--- src/rtl/axi_lite_ctrl_regs.sv ---
// AXI4-Lite slave register block for an HLS NTT kernel: config word bank,
// run/done handshake with sticky DONE, level interrupt and run-cycle counter.
module axi_lite_ctrl_regs #(
  parameter int C_ADDR_WIDTH = 32,
  parameter int C_DATA_WIDTH = 32,
  parameter int C_ADDR_BITS  = 8,
  parameter int NUM_CFG      = 4,
  parameter int NUM_STAT     = 20
) (
  input  logic                            ACLK,
  input  logic                            ARESET,
  input  logic [C_ADDR_WIDTH-1:0]         AWADDR,
  input  logic                            AWVALID,
  output logic                            AWREADY,
  input  logic [C_DATA_WIDTH-1:0]         WDATA,
  input  logic [C_DATA_WIDTH/8-1:0]       WSTRB,
  input  logic                            WVALID,
  output logic                            WREADY,
  output logic [1:0]                      BRESP,
  output logic                            BVALID,
  input  logic                            BREADY,
  input  logic [C_ADDR_WIDTH-1:0]         ARADDR,
  input  logic                            ARVALID,
  output logic                            ARREADY,
  output logic [C_DATA_WIDTH-1:0]         RDATA,
  output logic [1:0]                      RRESP,
  output logic                            RVALID,
  input  logic                            RREADY,
  output logic [NUM_CFG*C_DATA_WIDTH-1:0] cfg_o,
  output logic                            run_o,
  output logic                            complete_rdy_o,
  input  logic                            done_i,
  input  logic [NUM_STAT-1:0]             stat_i,
  output logic                            irq_o
);

  localparam int          BYTES    = C_DATA_WIDTH / 8;
  localparam int          ADDR_LSB = $clog2(BYTES);
  localparam int          IDX_W    = C_ADDR_BITS - ADDR_LSB;
  localparam int unsigned IDX_CFG0 = 4;
  localparam int unsigned CFG_END  = IDX_CFG0 + NUM_CFG;
  localparam logic [1:0]  RESP_OKAY   = 2'b00;
  localparam logic [1:0]  RESP_SLVERR = 2'b10;
  localparam logic [C_DATA_WIDTH-1:0] CYC_ONE = {{(C_DATA_WIDTH-1){1'b0}}, 1'b1};

  typedef enum logic {ST_IDLE, ST_BUSY} run_state_t;
  run_state_t run_state, run_state_nxt;

  logic                            ready_en;
  logic                            aw_held, w_held;
  logic [IDX_W-1:0]                aw_idx_q;
  logic [C_DATA_WIDTH-1:0]         w_data_q;
  logic [BYTES-1:0]                w_strb_q;
  logic                            bvalid_q, rvalid_q;
  logic [1:0]                      bresp_q, rresp_q;
  logic [C_DATA_WIDTH-1:0]         rdata_q;
  logic                            irq_en_q, complete_rdy_q, done_q;
  logic [C_DATA_WIDTH-1:0]         cycles_q;
  logic [NUM_CFG*C_DATA_WIDTH-1:0] cfg_q;

  logic                    aw_hs, w_hs, ar_hs, wr_fire;
  logic [IDX_W-1:0]        wr_idx;
  logic [31:0]             wr_idx32, rd_idx32;
  logic [C_DATA_WIDTH-1:0] wr_data;
  logic [BYTES-1:0]        wr_strb;
  logic                    wr_ctrl, wr_stat, wr_mapped;
  logic                    start_req, done_ev, w1c;
  logic [C_DATA_WIDTH-1:0] rd_mux;
  logic [1:0]              rd_resp;
  logic                    unused_addr_bits;

  // Only the low C_ADDR_BITS of either address bus take part in decoding.
  assign unused_addr_bits = ^{AWADDR, ARADDR};

  assign AWREADY        = ready_en & ~aw_held & ~bvalid_q;
  assign WREADY         = ready_en & ~w_held & ~bvalid_q;
  assign ARREADY        = ready_en & ~rvalid_q;
  assign BVALID         = bvalid_q;
  assign BRESP          = bresp_q;
  assign RVALID         = rvalid_q;
  assign RDATA          = rdata_q;
  assign RRESP          = rresp_q;
  assign cfg_o          = cfg_q;
  assign run_o          = (run_state == ST_BUSY);
  assign complete_rdy_o = complete_rdy_q;
  assign irq_o          = done_q & irq_en_q;

  assign aw_hs = AWVALID & AWREADY;
  assign w_hs  = WVALID & WREADY;
  assign ar_hs = ARVALID & ARREADY;

  // The write commits on the edge that completes the second of AW/W, taking
  // whichever half is still on the bus directly rather than from the holding regs.
  assign wr_fire  = (aw_held | aw_hs) & (w_held | w_hs) & ~bvalid_q;
  assign wr_idx   = aw_held ? aw_idx_q : AWADDR[C_ADDR_BITS-1:ADDR_LSB];
  assign wr_data  = w_held ? w_data_q : WDATA;
  assign wr_strb  = w_held ? w_strb_q : WSTRB;
  assign wr_idx32 = 32'(wr_idx);
  assign rd_idx32 = 32'(ARADDR[C_ADDR_BITS-1:ADDR_LSB]);

  always_comb begin
    wr_ctrl   = wr_fire && (wr_idx32 == 32'd0);
    wr_stat   = wr_fire && (wr_idx32 == 32'd1);
    wr_mapped = (wr_idx32 <= 32'd2) || ((wr_idx32 >= IDX_CFG0) && (wr_idx32 < CFG_END));
    start_req = wr_ctrl && wr_strb[0] && wr_data[0] && (run_state == ST_IDLE);
    done_ev   = done_i && (run_state == ST_BUSY);
    w1c       = wr_stat && wr_strb[0] && wr_data[1];
  end

  always_comb begin
    run_state_nxt = run_state;
    case (run_state)
      ST_IDLE: if (start_req) run_state_nxt = ST_BUSY;
      ST_BUSY: if (done_i)    run_state_nxt = ST_IDLE;
      default: run_state_nxt = ST_IDLE;
    endcase
  end

  always_comb begin
    rd_mux  = '0;
    rd_resp = RESP_OKAY;
    if (rd_idx32 == 32'd0) begin
      rd_mux[1] = irq_en_q;
      rd_mux[2] = complete_rdy_q;
    end else if (rd_idx32 == 32'd1) begin
      rd_mux[0]            = (run_state == ST_BUSY);
      rd_mux[1]            = done_q;
      rd_mux[NUM_STAT+1:2] = stat_i;
    end else if (rd_idx32 == 32'd2) begin
      rd_mux = cycles_q;
    end else begin
      rd_resp = RESP_SLVERR;
      for (int unsigned i = 0; i < NUM_CFG; i++) begin
        if (rd_idx32 == IDX_CFG0 + i) begin
          rd_mux  = cfg_q[i*C_DATA_WIDTH +: C_DATA_WIDTH];
          rd_resp = RESP_OKAY;
        end
      end
    end
  end

  always_ff @(posedge ACLK or posedge ARESET) begin
    if (ARESET) begin
      ready_en  <= 1'b0;
      run_state <= ST_IDLE;
    end else begin
      ready_en  <= 1'b1;
      run_state <= run_state_nxt;
    end
  end

  always_ff @(posedge ACLK or posedge ARESET) begin
    if (ARESET) begin
      aw_held  <= 1'b0;
      w_held   <= 1'b0;
      aw_idx_q <= '0;
      w_data_q <= '0;
      w_strb_q <= '0;
      bvalid_q <= 1'b0;
      bresp_q  <= RESP_OKAY;
    end else begin
      if (aw_hs) begin
        aw_held  <= 1'b1;
        aw_idx_q <= AWADDR[C_ADDR_BITS-1:ADDR_LSB];
      end
      if (w_hs) begin
        w_held   <= 1'b1;
        w_data_q <= WDATA;
        w_strb_q <= WSTRB;
      end
      if (wr_fire) begin
        bvalid_q <= 1'b1;
        bresp_q  <= wr_mapped ? RESP_OKAY : RESP_SLVERR;
      end else if (bvalid_q && BREADY) begin
        bvalid_q <= 1'b0;
        aw_held  <= 1'b0;
        w_held   <= 1'b0;
      end
    end
  end

  always_ff @(posedge ACLK or posedge ARESET) begin
    if (ARESET) begin
      rvalid_q <= 1'b0;
      rdata_q  <= '0;
      rresp_q  <= RESP_OKAY;
    end else if (ar_hs) begin
      rvalid_q <= 1'b1;
      rdata_q  <= rd_mux;
      rresp_q  <= rd_resp;
    end else if (rvalid_q && RREADY) begin
      rvalid_q <= 1'b0;
    end
  end

  always_ff @(posedge ACLK or posedge ARESET) begin
    if (ARESET) begin
      irq_en_q       <= 1'b0;
      complete_rdy_q <= 1'b0;
      done_q         <= 1'b0;
      cycles_q       <= '0;
    end else begin
      if (wr_ctrl && wr_strb[0]) begin
        irq_en_q       <= wr_data[1];
        complete_rdy_q <= wr_data[2];
      end
      // Completion outranks a same-cycle W1C; start and completion are exclusive.
      if (done_ev) begin
        done_q <= 1'b1;
      end else if (start_req || w1c) begin
        done_q <= 1'b0;
      end
      if (start_req) begin
        cycles_q <= '0;
      end else if ((run_state == ST_BUSY) && (cycles_q != '1)) begin
        cycles_q <= cycles_q + CYC_ONE;
      end
    end
  end

  always_ff @(posedge ACLK or posedge ARESET) begin
    if (ARESET) begin
      cfg_q <= '0;
    end else if (wr_fire) begin
      for (int unsigned i = 0; i < NUM_CFG; i++) begin
        for (int unsigned b = 0; b < BYTES; b++) begin
          if ((wr_idx32 == IDX_CFG0 + i) && wr_strb[b]) begin
            cfg_q[i*C_DATA_WIDTH + b*8 +: 8] <= wr_data[b*8 +: 8];
          end
        end
      end
    end
  end

endmodule

--- config.mk ---
export PLATFORM = sky130hd
export DESIGN_NAME = axi_lite_ctrl_regs
export DESIGN_NICKNAME = d
export VERILOG_FILES = /design/src/rtl/axi_lite_ctrl_regs.sv
export SDC_FILE = /design/constraint.sdc
export NUM_CORES = 1
export LEC_CHECK = 0
export CAP_MARGIN = 40
export CORE_UTILIZATION = 53
export DETAILED_ROUTE_END_ITERATION = 7
export PLACE_DENSITY = 0.9
export SYNTH_ARGS = -nofsm -noshare
export SYNTH_HDL_FRONTEND = slang
export SYNTH_SLANG_ARGS = --single-unit
--- constraint.sdc ---
create_clock -name ACLK -period 22.7 [get_ports ACLK]
set_input_delay 4.54 -clock ACLK [delete_from_list [all_inputs] [get_ports ACLK]]
set_output_delay 4.54 -clock ACLK [all_outputs]
set_load 0.05 [all_outputs]
==> impl_metrics.ini <==
[clock_network]
clock_root_buffer = sky130_fd_sc_hd__clkbuf_16
cts_setup_buffers = 0
cts_tree = yes
cts_buffers = 26
clk_buf_depth = 3
ctsHtreeMaxLevel = 1
post_cts_gate_resize_count = 0
clk_latency_ps = 530
cts.reportedPaths.clkPinSlew_ps = 60
clock-sinks = 245
post_cts_hold_buffer_count = 0

[timing]
tightestPinTransition_ps = 872
unrepaired_setup_endpoints_after_global_routing = no
hold_viol = 0
final_min_period_over_clock_period_pct = 30.4
post-route-min-period_ps = 6910
final_max_slew_viol_count = 0
worst_setup_margin_ps = 15790
setup_viol = 0
skew_ps = 10.7
fmax_mhz = 145
slew_headroom_pct = 40.3
hold-worst-slack_ps = 481
setup_tns_ps = 0

[floorplanning]
floorplan.die.width_um = 151
die_height_um = 151
placementRows = 54
dieArea_mm2 = 0.0227
starting_density_of_the_core_pct = 53.9
placeableCoreArea_mm2 = 0.0218
floorplan.io_pins = 300

[pwr]
power_frac_seq_pct = 35.7
power_mw = 1.87
leakage_nw = 6.52
pwr-share-comb_pct = 42.2
clock_power_share_pct = 22.1
p_int_mw = 1.10
switchingPower_uw = 770
power_per_cell_area_mw_per_mm2 = 122
switching_share_pct = 41.2
vdd_ir_drop_max_uv = 85.1

[final_layout]
fraction_of_final_layout_cells_sized_beyond_drive_strength_1_pct = 23.7
area_growth_pct = 30.5
fin_nets = 1325
count_of_inserted_antenna_diode_cells = 0

[routing]
drt.antenna.violating_nets = 0
drt-vias-per-instance = 6.27
drt_drc = 0
dr_total_vias = 9349
drtPass1Iterations = 5
wl_um = 35800
routed_wire_length_per_instance_um = 24.0
number_of_drc_violations_after_detailed_routing_iteration_0 = 625

[critical_path]
timing.critical_path.cells = buf_2 -> buf_4 -> nor2b_1 -> buf_6 -> nand2b_1 -> nand2_1 -> a221oi_1 -> o31ai_1
cpPeakStageDelay_ps = 760
cp-end-kind = flip-flop
worstSetupStartpointType = input port
crit_fanout = 41
cp.required_ps = 23120
timing_worst_setup_path_type = in2reg
arrival_ps = 7330
timing.critical_path.slowest_stage_cell = sky130_fd_sc_hd__nor2b_1

[place]
dp_worst_setup_slack_ps = 15380
hpwlAfterDp_um = 24700
place.gp.congestion = 0.958
portBuffers = 245

[synthesis]
synth-warning-count = 0
yosysSeqAreaShare_pct = 52.3
ys.flop_type = sky130_fd_sc_hd__dfrtp_1
avgSynthCellArea_um2 = 12.2
synth-seq-cells = 245
postSynthCellCount = 962
netlist-cell-type-count = 60
async_reset_ff_share_pct = 100
synth_edf_count = 0
synth.cell_area_mm2 = 0.0117

[grt]
grt_max_degree = 91
grt_pass1_vias = 9407
grt_overflow_total = 0
grt.total_usage_pct = 31.6
grt_first_pass_wirelength_um = 53900
antenna_violations_before_repair = 0

[status]
status = complete, no violations

[hold_path]
hold_crit_path_type = reg2reg

[flow_run]
max_cap_viol_count = 0
## layer usage
| layer | GRT usage, % | part of all wire, % | up-vias |
|---|---|---|---|
| li1 | - | - | 4050 |
| met4 | 13.5 | 4.5 | 0 |
| met1 | 41.3 | 38 | 4698 |
| met2 | 50.7 | 47 | 500 |
| met5 | 0 | 0 | - |
| met3 | 6.97 | 9.8 | 101 |
## kinds of logic (layout without fill, tap and decap cells)
group | Yosys count | count (layout) | synth area share, %
multiplexers | 230 | 230 | 23.0
other | 2 | 3 | 0.0640
adder cells (fa/ha/maj) | 1 | 1 | 0.107
AND/OR/NAND/NOR | 221 | 221 | 9.87
XOR/XNOR | 13 | 13 | 0.971
AO/OA/AOI/OAI | 175 | 175 | 10.8
buffers and inverters | 75 | 323 | 2.89
flip-flops | 245 | 245 | 52.3
## cell usage in the layout (no fill, tap or decap), types with 8 or more instances in the layout
master and instances:
sky130_fd_sc_hd__nand3_1 14, sky130_fd_sc_hd__o21ai_0 27, sky130_fd_sc_hd__a221o_1 11, sky130_fd_sc_hd__xnor2_1 12
sky130_fd_sc_hd__nand4_1 16, sky130_fd_sc_hd__inv_1 18, sky130_fd_sc_hd__o2bb2ai_1 17, sky130_fd_sc_hd__mux2i_1 18
sky130_fd_sc_hd__nand2_1 56, sky130_fd_sc_hd__a21oi_1 35, sky130_fd_sc_hd__and2_1 8, sky130_fd_sc_hd__buf_4 10
sky130_fd_sc_hd__dfrtp_1 244, sky130_fd_sc_hd__a221oi_1 20, sky130_fd_sc_hd__or3_1 11, sky130_fd_sc_hd__a22oi_1 11
sky130_fd_sc_hd__nor2_1 58, sky130_fd_sc_hd__mux2_2 199, sky130_fd_sc_hd__o31ai_1 18, sky130_fd_sc_hd__clkbuf_16 27
sky130_fd_sc_hd__mux4_2 12, sky130_fd_sc_hd__clkdlybuf4s50_1 243
## critical path: cells and delay by family
family,cells,cell delay [ps]
buffers and inverters,3,840
AND/OR/NAND/NOR,3,1490
AO/OA/AOI/OAI,2,440
## flip-flops by register name, indices dropped and copies added, names as in the netlist, 4 cells and up
| signal | count |
|---|---|
| w_data_q | 32 |
| RDATA | 32 |
| cycles_q | 32 |
| aw_idx_q | 6 |
| cfg_o | 128 |
| w_strb_q | 4 |
## layout make-up
| type | instances | area [um2] |
|---|---|---|
| multi-input cells | 643 | 5280 |
| well taps | 280 | 350 |
| clock inverters | 4 | 47.5 |
| clock buffers | 39 | 771 |
| fillers | 1523 | 6450 |
| flip-flops and latches | 245 | 6130 |
| repair buffers | 261 | 2650 |
| inverters | 19 | 78.8 |
## stage by stage
| step | utilization, % | std cells | instance area (um2) |
|---|---|---|---|
| final | 70.3 | 1491 | 15300 |
| after global routing | 70.3 | 1491 | 15300 |
| after CTS | 70.3 | 1491 | 15300 |
| after detailed placement | 66.6 | 1448 | 14500 |
| after global placement | 65.9 | 1440 | 14300 |
| after floorplan | - | 963 | 11700 |
## power groups by stage
stage               sequential [mW]  combinational [mW]  clock (mW)
floorplan                     0.856               0.333           0
global placement              0.660               0.754           0
detailed placement            0.669               0.777           0
CTS                           0.664               0.785       0.417
global route                  0.681               0.829       0.431
finish                        0.668               0.789       0.414
## worst paths after layout
kind,from,endpoint,slack (ps),depth (start not counted)
min in group asynchronous,ARESET,cfg_o[35],4510,2
worst max register to register,w_held,cfg_o[3],19910,5
worst min register to register,RDATA[4],RDATA[4],480,2
worst max-delay path,ARADDR[3],RDATA[17],15790,8
worst min-delay path,RDATA[4],RDATA[4],480,2
max in group asynchronous,ARESET,aw_idx_q[1],17000,4
## synth_stat cells, types with 12 or more instances
| master | n | area share (%) |
|---|---|---|
| sky130_fd_sc_hd__clkbuf_1 | 31 | 0.99 |
| sky130_fd_sc_hd__o31ai_1 | 18 | 1.2 |
| sky130_fd_sc_hd__dfrtp_1 | 245 | 52 |
| sky130_fd_sc_hd__nor2_1 | 58 | 1.9 |
| sky130_fd_sc_hd__a21oi_1 | 35 | 1.5 |
| sky130_fd_sc_hd__nand4_1 | 16 | 0.85 |
| sky130_fd_sc_hd__mux2_2 | 199 | 19 |
| sky130_fd_sc_hd__a221oi_1 | 20 | 1.5 |
| sky130_fd_sc_hd__xnor2_1 | 12 | 0.90 |
| sky130_fd_sc_hd__mux2i_1 | 18 | 1.5 |
| sky130_fd_sc_hd__nand2_1 | 56 | 1.8 |
| sky130_fd_sc_hd__inv_1 | 19 | 0.61 |
| sky130_fd_sc_hd__nand3_1 | 14 | 0.60 |
| sky130_fd_sc_hd__o2bb2ai_1 | 17 | 1.3 |
| sky130_fd_sc_hd__buf_2 | 16 | 0.68 |
| sky130_fd_sc_hd__o21ai_0 | 27 | 1.2 |
| sky130_fd_sc_hd__mux4_2 | 12 | 2.3 |
No activity file was read; power rests on OpenSTA's default activity.
